## config.mk

```make
export PLATFORM = sky130hd
export DESIGN_NAME = hazard_pipe_flat
export DESIGN_NICKNAME = d
export VERILOG_FILES = /design/src/rtl/hazard_pipe_if.sv /design/src/rtl/hazard_pipe.sv /design/src/flat_wrapper.sv
export SDC_FILE = /design/constraint.sdc
export NUM_CORES = 1
export LEC_CHECK = 0
export BUFFER_PORTS_ARGS = -buffer_cell sky130_fd_sc_hd__buf_2
export CORE_ASPECT_RATIO = 1.1
export CORE_MARGIN = 5
export CORE_UTILIZATION = 50
export DETAILED_ROUTE_END_ITERATION = 6
export PLACE_DENSITY = 0.8
export SETUP_SLACK_MARGIN = 0.5
export SLEW_MARGIN = 20
export SYNTH_ARGS = -nofsm -noshare
export SYNTH_HDL_FRONTEND = slang
export SYNTH_SLANG_ARGS = --single-unit
```

## constraint.sdc

```tcl
create_clock -name clk -period 5.3 [get_ports clk]
set_input_delay 0.53 -clock clk [delete_from_list [all_inputs] [get_ports clk]]
set_output_delay 0.53 -clock clk [all_outputs]
set_load 0.005 [all_outputs]
```

## src/rtl/hazard_pipe_if.sv

```systemverilog
// hazard_pipe_if: instruction stream and stall/status bundle between the
// fetch stage (master) and the hazard/tracking pipeline (slave).
interface hazard_pipe_if;
    logic [31:0] instrF;
    logic [31:0] instrD;
    logic [31:0] instrE;
    logic [31:0] instrM;
    logic [31:0] instrW;
    logic        StallF;
    logic        StallD;
    logic        FlushE;
    logic        md_busy;

    modport master (
        output instrF,
        input  instrD, instrE, instrM, instrW,
        input  StallF, StallD, FlushE, md_busy
    );

    modport slave (
        input  instrF,
        output instrD, instrE, instrM, instrW,
        output StallF, StallD, FlushE, md_busy
    );
endinterface

```

## src/rtl/hazard_pipe.sv

```systemverilog
// hazard_pipe: carries the fetched instruction word through D/E/M/W and
// inserts bubbles for hazards forwarding cannot hide (load-use, branch/jr
// operand not ready). With MDU_STALL_EN defined it also tracks the
// multiply/divide unit and holds HI/LO accesses until the result is ready;
// without it the MDU is treated as single-cycle and md_busy is tied low.
module hazard_pipe #(
    parameter int MULT_CYCLES = 5,
    parameter int DIV_CYCLES  = 10
) (
    input  logic         clk,
    input  logic         rst,
    hazard_pipe_if.slave bus
);
    localparam logic [4:0] REG_ZERO   = 5'd0;
    localparam logic [5:0] OP_SPECIAL = 6'h00;

    function automatic logic is_cal_r(input logic [31:0] w);
        logic hit;
        hit = 1'b0;
        if (w[31:26] == OP_SPECIAL) begin
            case (w[5:0])
                6'h20, 6'h21, 6'h22, 6'h23, 6'h24, 6'h25, 6'h26, 6'h27,
                6'h2A, 6'h2B: hit = 1'b1;
                default:      hit = 1'b0;
            endcase
        end else begin
            hit = 1'b0;
        end
        return hit;
    endfunction

    function automatic logic is_cal_i(input logic [31:0] w);
        return (w[31:29] == 3'b001);
    endfunction

    function automatic logic is_ld(input logic [31:0] w);
        logic hit;
        case (w[31:26])
            6'h20, 6'h21, 6'h23, 6'h24, 6'h25: hit = 1'b1;
            default:                           hit = 1'b0;
        endcase
        return hit;
    endfunction

    function automatic logic is_st(input logic [31:0] w);
        logic hit;
        case (w[31:26])
            6'h28, 6'h29, 6'h2B: hit = 1'b1;
            default:             hit = 1'b0;
        endcase
        return hit;
    endfunction

    function automatic logic is_btype(input logic [31:0] w);
        return (w[31:26] == 6'h04) || (w[31:26] == 6'h05);
    endfunction

    function automatic logic is_jr(input logic [31:0] w);
        return (w[31:26] == OP_SPECIAL) && (w[5:0] == 6'h08);
    endfunction

    // funct 0x18..0x1B: mult, multu, div, divu
    function automatic logic is_muldiv(input logic [31:0] w);
        return (w[31:26] == OP_SPECIAL) && (w[5:2] == 4'b0110);
    endfunction

    // funct 0x10..0x13: mfhi, mthi, mflo, mtlo
    function automatic logic is_hilo(input logic [31:0] w);
        return (w[31:26] == OP_SPECIAL) && (w[5:2] == 4'b0100);
    endfunction

    logic [31:0] instr_d_r, instr_e_r, instr_m_r, instr_w_r;
    logic [4:0]  rs_d_s, rt_d_s, dest_e_s;
    logic        rs_live_s, rt_live_s, branch_d_s;
    logic        load_use_s, br_e_s, br_m_s, mdu_stall_s, stall_s;
    logic        md_busy_s;

    // D-stage hazard detection from the registered stage words only
    always_comb begin
        rs_d_s     = instr_d_r[25:21];
        rt_d_s     = instr_d_r[20:16];
        branch_d_s = is_btype(instr_d_r) | is_jr(instr_d_r);
        rs_live_s  = (is_cal_r(instr_d_r) | is_cal_i(instr_d_r) | is_ld(instr_d_r) |
                      is_st(instr_d_r) | branch_d_s) && (rs_d_s != REG_ZERO);
        rt_live_s  = (is_cal_r(instr_d_r) | is_st(instr_d_r) | is_btype(instr_d_r)) &&
                     (rt_d_s != REG_ZERO);
        if (is_cal_r(instr_e_r)) begin
            dest_e_s = instr_e_r[15:11];
        end else if (is_cal_i(instr_e_r)) begin
            dest_e_s = instr_e_r[20:16];
        end else begin
            dest_e_s = REG_ZERO;
        end
        load_use_s = is_ld(instr_e_r) &&
                     ((rs_live_s && (rs_d_s == instr_e_r[20:16])) ||
                      (rt_live_s && (rt_d_s == instr_e_r[20:16])));
        br_e_s     = branch_d_s &&
                     ((rs_live_s && (rs_d_s == dest_e_s)) ||
                      (rt_live_s && (rt_d_s == dest_e_s)));
        br_m_s     = branch_d_s && is_ld(instr_m_r) &&
                     ((rs_live_s && (rs_d_s == instr_m_r[20:16])) ||
                      (rt_live_s && (rt_d_s == instr_m_r[20:16])));
        stall_s    = load_use_s | br_e_s | br_m_s | mdu_stall_s;
    end

    // Stage registers: D holds and E takes a nop bubble while stalled
    always_ff @(posedge clk or posedge rst) begin
        if (rst) begin
            instr_d_r <= 32'h0000_0000;
            instr_e_r <= 32'h0000_0000;
            instr_m_r <= 32'h0000_0000;
            instr_w_r <= 32'h0000_0000;
        end else begin
            instr_d_r <= stall_s ? instr_d_r : bus.instrF;
            instr_e_r <= stall_s ? 32'h0000_0000 : instr_d_r;
            instr_m_r <= instr_e_r;
            instr_w_r <= instr_m_r;
        end
    end

`ifdef MDU_STALL_EN
    localparam int              CNT_W     = $clog2(DIV_CYCLES + 1);
    localparam logic [CNT_W-1:0] CNT_ZERO  = CNT_W'(1'b0);
    localparam logic [CNT_W-1:0] CNT_ONE   = CNT_W'(1'b1);
    localparam logic [CNT_W-1:0] MULT_LOAD = CNT_W'(MULT_CYCLES);
    localparam logic [CNT_W-1:0] DIV_LOAD  = CNT_W'(DIV_CYCLES);

    typedef enum logic {
        MDU_IDLE = 1'b0,
        MDU_BUSY = 1'b1
    } mdu_state_t;

    mdu_state_t       state_r, state_s;
    logic [CNT_W-1:0] cnt_r, cnt_s, load_s;
    logic             md_busy_r;

    // MDU occupancy state, counter and registered busy flag
    always_ff @(posedge clk or posedge rst) begin
        if (rst) begin
            state_r   <= MDU_IDLE;
            cnt_r     <= CNT_ZERO;
            md_busy_r <= 1'b0;
        end else begin
            state_r   <= state_s;
            cnt_r     <= cnt_s;
            md_busy_r <= (cnt_s != CNT_ZERO);
        end
    end

    // Next counter value: any mult/div leaving E (re)loads, otherwise count down
    always_comb begin
        state_s = state_r;
        cnt_s   = cnt_r;
        load_s  = instr_e_r[1] ? DIV_LOAD : MULT_LOAD;
        case (state_r)
            MDU_IDLE, MDU_BUSY: begin
                if (is_muldiv(instr_e_r)) begin
                    cnt_s   = load_s;
                    state_s = (load_s != CNT_ZERO) ? MDU_BUSY : MDU_IDLE;
                end else if (state_r == MDU_BUSY) begin
                    cnt_s   = cnt_r - CNT_ONE;
                    state_s = (cnt_s != CNT_ZERO) ? MDU_BUSY : MDU_IDLE;
                end else begin
                    cnt_s   = CNT_ZERO;
                    state_s = MDU_IDLE;
                end
            end
            default: begin
                cnt_s   = CNT_ZERO;
                state_s = MDU_IDLE;
            end
        endcase
    end

    assign md_busy_s   = md_busy_r;
    assign mdu_stall_s = (is_muldiv(instr_d_r) | is_hilo(instr_d_r)) &
                         (md_busy_r | is_muldiv(instr_e_r));
`else
    assign md_busy_s   = 1'b0;
    assign mdu_stall_s = 1'b0;
`endif

    assign bus.instrD  = instr_d_r;
    assign bus.instrE  = instr_e_r;
    assign bus.instrM  = instr_m_r;
    assign bus.instrW  = instr_w_r;
    assign bus.StallF  = stall_s;
    assign bus.StallD  = stall_s;
    assign bus.FlushE  = stall_s;
    assign bus.md_busy = md_busy_s;
endmodule

```

## src/flat_wrapper.sv

```systemverilog
// flat-port wrapper written by rule: the top's interface ports become plain ports
module hazard_pipe_flat 
#(
    parameter int MULT_CYCLES = 5,
    parameter int DIV_CYCLES  = 10
)
  (clk, rst, bus_instrF, bus_instrD, bus_instrE, bus_instrM, bus_instrW, bus_StallF, bus_StallD, bus_FlushE, bus_md_busy);
  hazard_pipe_if bus_i ();
  input  logic clk;
  input  logic rst;
  input wire logic [$bits(bus_i.instrF)-1:0] bus_instrF;
  output wire logic [$bits(bus_i.instrD)-1:0] bus_instrD;
  output wire logic [$bits(bus_i.instrE)-1:0] bus_instrE;
  output wire logic [$bits(bus_i.instrM)-1:0] bus_instrM;
  output wire logic [$bits(bus_i.instrW)-1:0] bus_instrW;
  output wire logic [$bits(bus_i.StallF)-1:0] bus_StallF;
  output wire logic [$bits(bus_i.StallD)-1:0] bus_StallD;
  output wire logic [$bits(bus_i.FlushE)-1:0] bus_FlushE;
  output wire logic [$bits(bus_i.md_busy)-1:0] bus_md_busy;
  assign bus_i.instrF = bus_instrF;
  assign bus_instrD = bus_i.instrD;
  assign bus_instrE = bus_i.instrE;
  assign bus_instrM = bus_i.instrM;
  assign bus_instrW = bus_i.instrW;
  assign bus_StallF = bus_i.StallF;
  assign bus_StallD = bus_i.StallD;
  assign bus_FlushE = bus_i.FlushE;
  assign bus_md_busy = bus_i.md_busy;
  hazard_pipe #(.MULT_CYCLES(MULT_CYCLES), .DIV_CYCLES(DIV_CYCLES)) u_core (.clk(clk), .rst(rst), .bus(bus_i));
endmodule
```

# After elaboration in Yosys (flattened, before gate mapping)
# Index checks and enable logic that the tools add are counted.
# totals
ff_bits	128
input_bits	34
output_inout_bits	132
wordCells	100
# op_classes
n_eq_ne	49
n_mux	11
bitwise	9
reduce_logical	27
# op_table
operator	count
$eq 6x6->1 const B	38
$mux 32	1
$eq 5x5->1	6
$reduce_or 10->1	2
$reduce_or 5->1	3
$logic_and 1x1->1	13
$eq 6x3->1 const B	2
$logic_not 6->1	2
$mux 5	2
$reduce_bool 5->1	2
$or 1x1->1	9
$mux 1	8
$eq 3x1->1 const B	2
$eq 6x4->1 const B	1
$logic_or 1x1->1	4
$reduce_or 3->1	1

# Depth between registers and ports, before layout
# logic_depth
depth_word	15
mapped_depth	10
mapped_depth_nobuf	7

# Worst setup path before layout
# OpenSTA, ideal clock, no wires.
# synth_timing
kind	register to output
start	reg u_core.instr_e_r[31], in the netlist u_core.bus.instrE[31]
end	out bus_StallD
arrival_ps	2506
required_time_ps	4770
setup_slack_ps	2264
stages_incl_launch_ff	9
path_buffers	2
path_cell_list	dfrtp_1 or4_4 a211oi_4 buf_6 a221oi_2 a311o_1 nor4_2 a2111o_1 buf_4
# synth_via
elab_chain_len	9
elab_cells_between_ends	21
classes_between	8 x eq/ne; 4 x mux; 2 x bitwise; 7 x reduce/logical
# synth_rtl
item	line	text
start, declared	hazard_pipe.sv:72	logic [31:0] instr_d_r, instr_e_r, instr_m_r, instr_w_r;
start signal, assigned	hazard_pipe.sv:115	instr_e_r <= stall_s ? 32'h0000_0000 : instr_d_r;
$eq 3x1->1 or $logic_not 6->1 (tied branches)	hazard_pipe.sv:33, hazard_pipe.sv:20	
$mux 5 or $mux 1 (tied branches)	hazard_pipe.sv:89, hazard_pipe.sv:20	
$mux 5	hazard_pipe.sv:87	if (is_cal_r(instr_e_r)) begin
$eq 5x5->1 (on tied branches)	hazard_pipe.sv:98, hazard_pipe.sv:99	
$logic_and 1x1->1 (on tied branches)	hazard_pipe.sv:98, hazard_pipe.sv:99	
$logic_or 1x1->1	hazard_pipe.sv:98	((rs_live_s && (rs_d_s == dest_e_s)) ||
$logic_and 1x1->1	hazard_pipe.sv:97	br_e_s = branch_d_s &&
$or 1x1->1 (*) (2 in series)	hazard_pipe.sv:103	stall_s = load_use_s | br_e_s | br_m_s | mdu_stall_s;
end, declared	flat_wrapper.sv:17	output wire logic [$bits(bus_i.StallD)-1:0] bus_StallD;
# Every way passes the cells marked *; elsewhere a longest branch is shown, timed or not.

# Final worst setup path
# layout_timing
start	reg u_core.instr_e_r[31], in the netlist u_core.bus.instrE[31]
end	out bus_StallF
# layout_via
elab_chain_len	9
elab_cells_between_ends	21
classes_between	8 x eq/ne; 4 x mux; 2 x bitwise; 7 x reduce/logical
# layout_rtl
item	line	text
$eq 3x1->1 or $logic_not 6->1 (tied branches)	hazard_pipe.sv:33, hazard_pipe.sv:20	
$mux 5 or $mux 1 (tied branches)	hazard_pipe.sv:89, hazard_pipe.sv:20	
$mux 5	hazard_pipe.sv:87	
$eq 5x5->1 (on tied branches)	hazard_pipe.sv:98, hazard_pipe.sv:99	
$logic_and 1x1->1 (on tied branches)	hazard_pipe.sv:98, hazard_pipe.sv:99	
$logic_or 1x1->1	hazard_pipe.sv:98	
$logic_and 1x1->1	hazard_pipe.sv:97	
$or 1x1->1 (*) (2 in series)	hazard_pipe.sv:103	
end, declared	flat_wrapper.sv:16	output wire logic [$bits(bus_i.StallF)-1:0] bus_StallF;
# Marks and branches as above.

==> metrics.yaml <==
fmax_mhz: 239
placementRows: 37
setup_viol: 0
hold_viol: 0
start_kind: "register"
tightest_slew_ps: 984
critPathMaxFanout: 12
cts-root-buf: "clkbuf_8"
grt_pass1_wl_mm: 18.1
ff2ff_path_depth: 8
hold_ws_ps: 36.0
reg2reg_to: "u_core.bus.instrD[2]"
cts_buffers: 17
h-tree-depth: 4
die_w_um: 103
ys_seq_elements: 128
synthesis.nets: 379
die_area_um2: 11700
placed_area_um2: 5710
grt_pass1_vias: 3388
fin_crit_sh_pct: 78.9
antennaDiodeCount: 0
nets: 546
crit_required_ps: 4770
synth-simple-area-share_pct: 11.8
synth-compound-area-share_pct: 6.60
portBuffers: 164
gp_congestion: 0.958
antenna_found_initial: 0
fin_area_um2: 6270
synthArstFlopShare_pct: 100
yosysWarnings: 0
crit_buf_inv: 1
ir_drop_mv: 0.253
dp_hpwl_mm: 8.08
drc: 0
finalCriticalPeriod_ps: 4180
r2r-start: "u_core.bus.instrE[31]"
ios: 166
report.final.slew_viol_count: 0
die_h_um: 113
crit_path_max_incr_delay_ps: 680
synth_edf_count: 0
leakagePower_nw: 3.02
slew_headroom_pct: 34.4
yosysSeqAreaShare_pct: 66.7
endpoint: "bus_StallF"
synthXorXnorAreaFrac_pct: 3.83
routed_wirelength_mm: 11.3
num_vias: 3365
ant_nets: 0
dr.first_iter.drc_count: 247
worst_hold_path_type: "in2async"
status: "finished clean"
r2r_slack_ps: 1590
path_cells: "or4_4 > a211oi_4 > a21boi_0 > xnor2_1 > a2111oi_1 > a2111o_1 > buf_2"
syn_to_final_growth_pct: 30.6
mostFrequentLayoutCells: "buf_2, dfrtp_1, and2_1, mux2_2, nor2_1"
synth_fa_ha_area_share_pct: 0
startpoint: "u_core.bus.instrE[31]"
final_layout_size_suffix_gt1_share_pct: 44.8
cap_violations: 0
synth_top_family_by_area: "simple AND/OR/NAND/NOR gates"
powerDensity_nw_per_um2: 369
synth.cell_area_um2: 4800
post_cts_buffers: 0
cts_resized: 0
drt_first_pass_iters: 7
yosysUniqueCellTypes: 58
gr-total-overflow: 0
synthFlopType: "dfrtp_1"
arrival_ps: 3650
grt_usage_pct: 20.3
crit_path_end_kind: "output port"
final_common_cell: "buf_2"
rsz0062_at_grt: "false"
post_drt_wl_per_cell_um: 17.6
skew_ps: 8.51
final.setup.tns_ps: 0
clock_latency_ps: 510
critPathKind: "reg2out"
clkTransAtPathRegs_ps: 60
core_area_um2: 9350
path_depth: 7
synthMuxAreaShare_pct: 7.59
cts.sinks: 128
cts_tree: "built"
cts.path.max_buffers: 2
ctsHoldBuffers: 0
cp_top_family: "compound AO/OA/AOI/OAI gates"
grt_max_degree: 74
syn_inst: 345
start_util_pct: 51.3
avgSynthCellArea_um2: 13.9
via_per_inst: 5.24
cp_slowest_cell: "a2111oi_1"
-- report_power, final --
group | leakage, nW | switching, mW | internal (mW)
Combinational | 1.26 | 0.0771 | 0.0799
Clock | 0.267 | 0.410 | 0.665
Sequential | 1.49 | 0.0510 | 1.03
Total | 3.02 | 0.539 | 1.77
-- worst min-delay path by stage --
stage / from / to / slack, ps / cells past startpoint
floorplan: u_core.bus.instrE[0] / u_core.bus.instrM[0] / 380 / 0
global placement: u_core.bus.instrM[8] / u_core.bus.instrW[8] / 350 / 0
detailed placement: u_core.bus.instrM[21] / u_core.bus.instrW[21] / 360 / 0
CTS: rst / u_core.bus.instrW[4] / 40 / 2
global route: rst / u_core.bus.instrW[2] / 70 / 2
finish: rst / u_core.bus.instrW[2] / 40 / 2
-- cells by family (layout without fill, tap and decap cells) --
| family | count (synthesis) | count (layout) |
|---|---|---|
| muxes | 31 | 31 |
| DFF | 128 | 128 |
| buffers and inverters | 33 | 213 |
| and+or+nand+nor | 95 | 95 |
| AOI/OAI and AO/OA | 36 | 36 |
| other | 1 | 1 |
| xor gates and xnor gates | 21 | 21 |
-- area by class of cell --
class                   count  area, um2
flip-flops and latches    128       3200
fillers                   701       3080
multi-input cells         184       1450
repair buffers            166        848
clock buffers              18        418
well taps                 117        146
clock inverters            14        141
inverters                  15       61.3
-- state kept, by name, indices dropped and copies added (netlist names) --
name and count:
u_core.bus.instrD 32, u_core.bus.instrE 32, u_core.bus.instrM 32, u_core.bus.instrW 32
-- worst reg2reg max path, stage by stage, from the launching register on --
cell       delay [ps]
dfrtp_1           440
or4_4             590
a211oi_4          500
a21boi_0          210
xnor2_1           180
a2111oi_1         110
a2111oi_4         870
buf_12            310
mux2_2            380
-- stage by stage --
stage	setup WS, ps	util [%]	cells	power [mW]
floorplan	1360	-	345	1.16
global placement	1800	61.0	610	1.25
detailed placement	1630	61.0	610	1.26
CTS	1150	67.0	642	2.34
global route	928	67.0	642	2.41
finish	1120	67.0	642	2.31
-- metal layers --
metal / GRT usage [%] / routed length (um) / vias to the layer above
li1: - / - / 1528
met1: 25.2 / 4160 / 1636
met2: 33.2 / 5850 / 165
met3: 6.17 / 975 / 36
met4: 7.51 / 289 / 0
met5: 0 / 0 / -
-- Yosys cell counts, drive strengths merged (6+ instances only) --
| cell | count | share of area [%] |
|---|---|---|
| nand2 | 7 | 0.55 |
| nor3 | 6 | 0.63 |
| xor2 | 11 | 2.0 |
| nor2b | 6 | 0.78 |
| nor2 | 17 | 1.3 |
| xnor2 | 10 | 1.8 |
| dfrtp | 128 | 67 |
| buf | 8 | 1.4 |
| and2 | 27 | 3.5 |
| mux2 | 31 | 7.6 |
| clkbuf | 10 | 0.78 |
| inv | 15 | 1.2 |
Power figures use the tool's default switching activity.
